## config.mk

```make
export PLATFORM = sky130hd
export DESIGN_NAME = serial_peak_capture
export DESIGN_NICKNAME = d
export VERILOG_FILES = /design/src/rtl/serial_peak_pkg.sv /design/src/rtl/abs_mag8.sv /design/src/rtl/serial_peak_capture.sv
export SDC_FILE = /design/constraint.sdc
export NUM_CORES = 1
export LEC_CHECK = 0
export CAP_MARGIN = 20
export CELL_PAD_IN_SITES_DETAIL_PLACEMENT = 0
export CELL_PAD_IN_SITES_GLOBAL_PLACEMENT = 1
export CORE_ASPECT_RATIO = 1.5
export CORE_MARGIN = 4
export CORE_UTILIZATION = 25
export DETAILED_ROUTE_END_ITERATION = 10
export PLACE_DENSITY = 0.53
export SLEW_MARGIN = 20
export SYNTH_ARGS = -nofsm -noshare
export SYNTH_HDL_FRONTEND = slang
export SYNTH_HIERARCHICAL = 1
export SYNTH_SLANG_ARGS = --single-unit
```

## constraint.sdc

```tcl
create_clock -name clk -period 7 [get_ports clk]
set_input_delay 1.05 -clock clk [delete_from_list [all_inputs] [get_ports clk]]
set_output_delay 1.05 -clock clk [all_outputs]
set_load 0.05 [all_outputs]
```

## src/rtl/serial_peak_pkg.sv

```systemverilog
// rtl/serial_peak_pkg.sv - shared types and constants for the serial peak capture block
// Purpose: framing FSM state encoding, sample width and the signed sample type.
package serial_peak_pkg;

  localparam int SAMPLE_W = 8;

  typedef logic signed [SAMPLE_W-1:0] sample_t;

  // PARITY is only entered when SERIAL_PARITY_EN is defined.
  typedef enum logic [1:0] {
    HUNT,
    SHIFT,
    PARITY
  } state_t;

endpackage

```

## src/rtl/abs_mag8.sv

```systemverilog
// rtl/abs_mag8.sv - combinational two's-complement to unsigned magnitude
// Purpose: |value| as an 8-bit unsigned number; -128 maps to 128, which still fits.
// Ports:
//   value  in   sample_t  signed sample
//   mag    out  8         unsigned magnitude
module abs_mag8
  import serial_peak_pkg::*;
(
  input  sample_t               value,
  output logic [SAMPLE_W-1:0]   mag
);

  logic [SAMPLE_W-1:0] raw;

  always_comb begin
    raw = value;
    mag = raw[SAMPLE_W-1] ? (~raw + {{(SAMPLE_W-1){1'b0}}, 1'b1}) : raw;
  end

endmodule

```

## src/rtl/serial_peak_capture.sv

```systemverilog
// rtl/serial_peak_capture.sv - serial sample deserialiser with windowed peak-magnitude capture
// Purpose: deserialise MSB-first signed bytes, keep the largest-|value| sample of each
//   WINDOW_LEN-sample window and publish it as a held byte with a one-cycle strobe.
// Optional feature: define SERIAL_PARITY_EN for a trailing even-parity bit per sample.
// Ports:
//   clk         in   1  clock, rising edge
//   rst         in   1  asynchronous active-high reset
//   s_sync      in   1  frame alignment; current s_data bit is sample bit 7
//   s_valid     in   1  qualifies s_data
//   s_data      in   1  serial data, MSB first
//   peak_out    out  8  peak sample of the last completed window, held
//   peak_valid  out  1  one-cycle pulse when peak_out updates
//   parity_err  out  1  sticky parity error (0 without SERIAL_PARITY_EN)
module serial_peak_capture
  import serial_peak_pkg::*;
#(
  parameter int WINDOW_LEN = 16,
  localparam int CNT_W = $clog2(WINDOW_LEN)
) (
  input  logic                clk,
  input  logic                rst,
  input  logic                s_sync,
  input  logic                s_valid,
  input  logic                s_data,
  output logic [SAMPLE_W-1:0] peak_out,
  output logic                peak_valid,
  output logic                parity_err
);

  // With parity the 8th data bit is shifted in and the byte waits in shift_reg for the
  // parity bit; without it the 8th bit is merged straight into the captured byte.
`ifdef SERIAL_PARITY_EN
  localparam int SR_W = SAMPLE_W;
`else
  localparam int SR_W = SAMPLE_W - 1;
`endif

  state_t              state_q, state_d;
  logic [SR_W-1:0]     shift_reg;
  logic [2:0]          bit_cnt;
  sample_t             sample_q;
  logic                pend;
  sample_t             peak_reg;
  logic [CNT_W-1:0]    win_cnt;
  sample_t             win_q;
  logic                pub;

  logic                start_bit;
  logic                shift_bit;
  logic                capture;
  sample_t             cap_byte;
  logic [SAMPLE_W-1:0] mag_sample;
  logic [SAMPLE_W-1:0] mag_peak;
  sample_t             winner;
`ifdef SERIAL_PARITY_EN
  logic                par_fail;
`endif

  abs_mag8 u_abs_sample (.value(sample_q), .mag(mag_sample));
  abs_mag8 u_abs_peak   (.value(peak_reg), .mag(mag_peak));

  // Strict compare: on a magnitude tie the earlier sample stays.
  assign winner = (mag_sample > mag_peak) ? sample_q : peak_reg;

`ifdef SERIAL_PARITY_EN
  assign cap_byte = shift_reg;
`else
  assign cap_byte = {shift_reg, s_data};
`endif

  always_ff @(posedge clk or posedge rst) begin
    if (rst) state_q <= HUNT;
    else     state_q <= state_d;
  end

  always_comb begin
    state_d   = state_q;
    start_bit = 1'b0;
    shift_bit = 1'b0;
    capture   = 1'b0;
`ifdef SERIAL_PARITY_EN
    par_fail  = 1'b0;
`endif
    case (state_q)
      HUNT: begin
        if (s_valid && s_sync) begin
          start_bit = 1'b1;
          state_d   = SHIFT;
        end
      end
      SHIFT: begin
        if (s_valid) begin
          if (s_sync) begin
            start_bit = 1'b1;
          end else if (bit_cnt == 3'd7) begin
`ifdef SERIAL_PARITY_EN
            shift_bit = 1'b1;
            state_d   = PARITY;
`else
            capture   = 1'b1;
`endif
          end else begin
            shift_bit = 1'b1;
          end
        end
      end
`ifdef SERIAL_PARITY_EN
      PARITY: begin
        if (s_valid) begin
          if (s_sync) begin
            start_bit = 1'b1;
            state_d   = SHIFT;
          end else if (s_data == ^shift_reg) begin
            capture   = 1'b1;
            state_d   = SHIFT;
          end else begin
            par_fail  = 1'b1;
            state_d   = HUNT;
          end
        end
      end
`endif
      default: state_d = HUNT;
    endcase
  end

  always_ff @(posedge clk or posedge rst) begin
    if (rst) begin
      shift_reg  <= '0;
      bit_cnt    <= 3'd0;
      sample_q   <= '0;
      pend       <= 1'b0;
      peak_reg   <= '0;
      win_cnt    <= '0;
      win_q      <= '0;
      pub        <= 1'b0;
      peak_out   <= '0;
      peak_valid <= 1'b0;
    end else begin
      if (start_bit) begin
        shift_reg <= SR_W'(s_data);
        bit_cnt   <= 3'd1;
      end else if (shift_bit) begin
        shift_reg <= {shift_reg[SR_W-2:0], s_data};
        bit_cnt   <= bit_cnt + 3'd1;
      end else if (capture) begin
        bit_cnt   <= 3'd0;
      end

      pend <= capture;
      if (capture) sample_q <= cap_byte;

      // Update stage: fold the pending sample into the window; the last sample of a
      // window hands the winner to the publish stage and restarts the window.
      pub <= 1'b0;
      if (pend) begin
        if (win_cnt == CNT_W'(WINDOW_LEN - 1)) begin
          win_q    <= winner;
          pub      <= 1'b1;
          peak_reg <= '0;
          win_cnt  <= '0;
        end else begin
          peak_reg <= winner;
          win_cnt  <= win_cnt + CNT_W'(1);
        end
      end

      peak_valid <= pub;
      if (pub) peak_out <= win_q;
    end
  end

`ifdef SERIAL_PARITY_EN
  always_ff @(posedge clk or posedge rst) begin
    if (rst)           parity_err <= 1'b0;
    else if (par_fail) parity_err <= 1'b1;
  end
`else
  assign parity_err = 1'b0;
`endif

endmodule

```

==> reports/metrics.yaml <==
hpwl_mm: 4.00
place_inst: 397
die-height_microns: 134
yosysWarnings: 6
yosys.area_share.simple_pct: 11.6
root_buffer: "clkbuf_16"
synth_area_sq_um: 2630
synth-edff-count: 0
multi_input_area_sq_um: 1220
drive_gt1_share_pct: 12.1
drt-total-wl_mm: 5.36
diodes: 0
finalHoldViolCount: 0
clock_skew_ps: 6.50
p_leak_nw: 1.29
die_w_microns: 91.7
worst-path-buf-inv: 1
start_util_pct: 25.8
std_cell_rows: 45
critPathKind: "flop to flop"
cts_setup_buffers: 0
drv_slew: 0
synth_top_family_by_area: "compound AO/OA/AOI/OAI gates"
powerDensity_nw_per_um2: 214
track_usage_pct: 9.27
cts_resized: 0
synth_xor_area_share_pct: 3.66
swShare_pct: 27.0
overflow: 0
port_buffers: 13
cts_tree: "done"
worstPathMaxFanout: 10
max-slew-margin-rel_pct: 57.5
worst_slew_pin_slew_ps: 634
period_minus_slack_ps: 2980
ios: 15
synth_ff_type: "dfrtp_1"
cts_sinks: 50
finalSetupViolations: 0
drc: 0
start_kind: "flop"
peakVddDrop_v: 0.000101
detail-route-antenna-nets: 0
clk_path_buf_depth: 2
num_vias: 1797
grt_pass1_vias: 1779
hold_class: "flop to flop"
hold_buffers: 0
grt_pass1_wl_mm: 9.07
crit_path_end_kind: "flop"
clkPwrFrac_pct: 38.2
synth-seq-area-share_pct: 47.6
fin_util_pct: 29.6
cts_buffers: 5
cp_data_arrival_time_ps: 3150
finalWeightedCongestion: 0.763
drt_iter0_drc: 37
area_growth_pct: 14.8
finalCritPeriodShare_pct: 42.5
async_flop_share_pct: 100
p_seq_share_pct: 48.1
fillers: 1083
syn_area_per_cell_sq_um: 10.3
fin_cells: 405
crit_required_ps: 7170
synth-compound-area-share_pct: 17.5
crit_family: "simple AND/OR/NAND/NOR gates"
grt_antenna_before_repair: 0
slowest_delay_ps: 450
grt_max_degree: 51
seq_area_sq_um: 1250
nNetsFinal: 281
clk_latency_ps: 290
htreeDepth: 2
pwr-share-comb_pct: 13.7
fp.coreArea_sq_um: 10200
mostFrequentLayoutCells: "dfrtp_1 (50), nand2_1 (25), inv_1 (22), o21ai_0 (20), mux2_2 (16)"
timing.fmax_ghz: 0.336
drt_first_pass_iters: 4
synth_seq_cells: 50
syn-num-nets: 273
rsz0062_at_grt: "no"
clkTransAtPathRegs_ps: 60
maxCapViolCount: 0
wire_per_inst_microns: 13.2
status: "finished clean"
muxShareOfSynthArea_pct: 7.23
power.internal_uw: 471
dieArea_sq_um: 12300
switchingPower_uw: 174
synthCells: 255
viasPerCell: 4.44
cp_cell_sequence: "or3_4 -> o31ai_2 -> xnor2_1 -> inv_1 -> ha_1 -> nand4_1 -> or2_1 -> and2_4 -> or2_0 -> a32o_1"
power_uw: 645
fin_tns_setup_ps: 0
layout_commonest_cell: "dfrtp_1"
cpMaxStageDelayCell: "dfrtp_1"
whs_ps: 498
yosysUniqueCellTypes: 40
yosys.area_share.adder_pct: 6.19
==> stage by stage <==
| step | instance area (sq um) | setup WS [ps] |
|---|---|---|
| floorplan | 2630 | 4280 |
| finish | 3020 | 4020 |
| detailed placement | 2870 | 4020 |
| global placement | 2860 | 4080 |
| CTS | 3020 | 4010 |
| global route | 3020 | 3810 |
==> cell usage after synthesis (2+ instances only) <==
cell type | count | area [sq um]
buf_6 | 2 | 22.5
mux2_2 | 16 | 180
nor4_1 | 2 | 12.5
buf_4 | 3 | 22.5
o21ai_1 | 3 | 15.0
or3_4 | 2 | 22.5
xnor2_1 | 11 | 96.3
nand2b_1 | 5 | 31.3
o22ai_1 | 3 | 18.8
a21oi_1 | 13 | 65.1
nor3b_1 | 2 | 15.0
ha_1 | 13 | 163
clkbuf_1 | 6 | 22.5
dfrtp_1 | 50 | 1250
nor2_1 | 10 | 37.5
a32o_1 | 9 | 90.1
a22oi_1 | 2 | 15.0
a22o_1 | 4 | 35.0
nand4_1 | 4 | 25.0
or3_1 | 2 | 12.5
nand2_1 | 25 | 93.8
inv_1 | 23 | 86.3
o31ai_2 | 2 | 25.0
o21ai_0 | 20 | 100
a31oi_1 | 8 | 50.1
==> worst reg2reg max path, stage by stage (launching register included) <==
cell     delay (ps)
dfrtp_1         450
or3_4           420
o31ai_2         210
xnor2_1         150
inv_1            70
ha_1            300
nand4_1         120
or2_1           260
and2_4          180
or2_0           380
a32o_1          330
==> final timing paths <==
kind,endpoint,slack (ps),start,cells past startpoint
setup / recovery,peak_reg[7],4020,peak_reg[2],10
hold / removal,shift_reg[6],500,shift_reg[6],1
setup reg to reg,peak_reg[7],4020,peak_reg[2],10
hold reg to reg,shift_reg[6],500,shift_reg[6],1
max in group asynchronous,sample_q[2],5380,rst,2
min in group asynchronous,bit_cnt[0],1200,rst,2
==> final cells by class <==
class | instances | share of cell area (%)
clock buffer | 6 | 4.60
sequential | 50 | 41.5
inverter | 24 | 3.07
multi-input combinational | 169 | 40.3
tap | 141 | 5.85
timing repair buffer | 13 | 4.31
clock inverter | 2 | 0.415
==> kinds of logic (layout without fill, tap and decap cells) <==
logic type,Yosys count,count (layout)
AO/OA/AOI/OAI,67,67
XOR/XNOR,11,11
adder cells (fa/ha/maj),13,13
buffers and inverters,36,45
flip-flops,50,50
multiplexers,17,17
other,1,1
AND/OR/NAND/NOR,60,60
==> power groups by stage <==
stage | Clock, mW | Combinational (mW) | Sequential (mW)
after floorplan | 0 | 0.0764 | 0.312
after global placement | 0 | 0.0903 | 0.316
after detailed placement | 0 | 0.0912 | 0.316
after CTS | 0.258 | 0.0914 | 0.311
after global routing | 0.267 | 0.101 | 0.312
final | 0.247 | 0.0885 | 0.310
==> routing by layer <==
layer	up-vias	global-route usage, %	routed length [microns]	share of wire [%]
li1	910	-	-	-
met1	862	10.8	2280	43
met2	19	16.8	2870	53
met3	6	1.69	133	2.5
met4	0	3.22	77	1.4
met5	-	0	0	0
(Power assumes the default switching activity.)
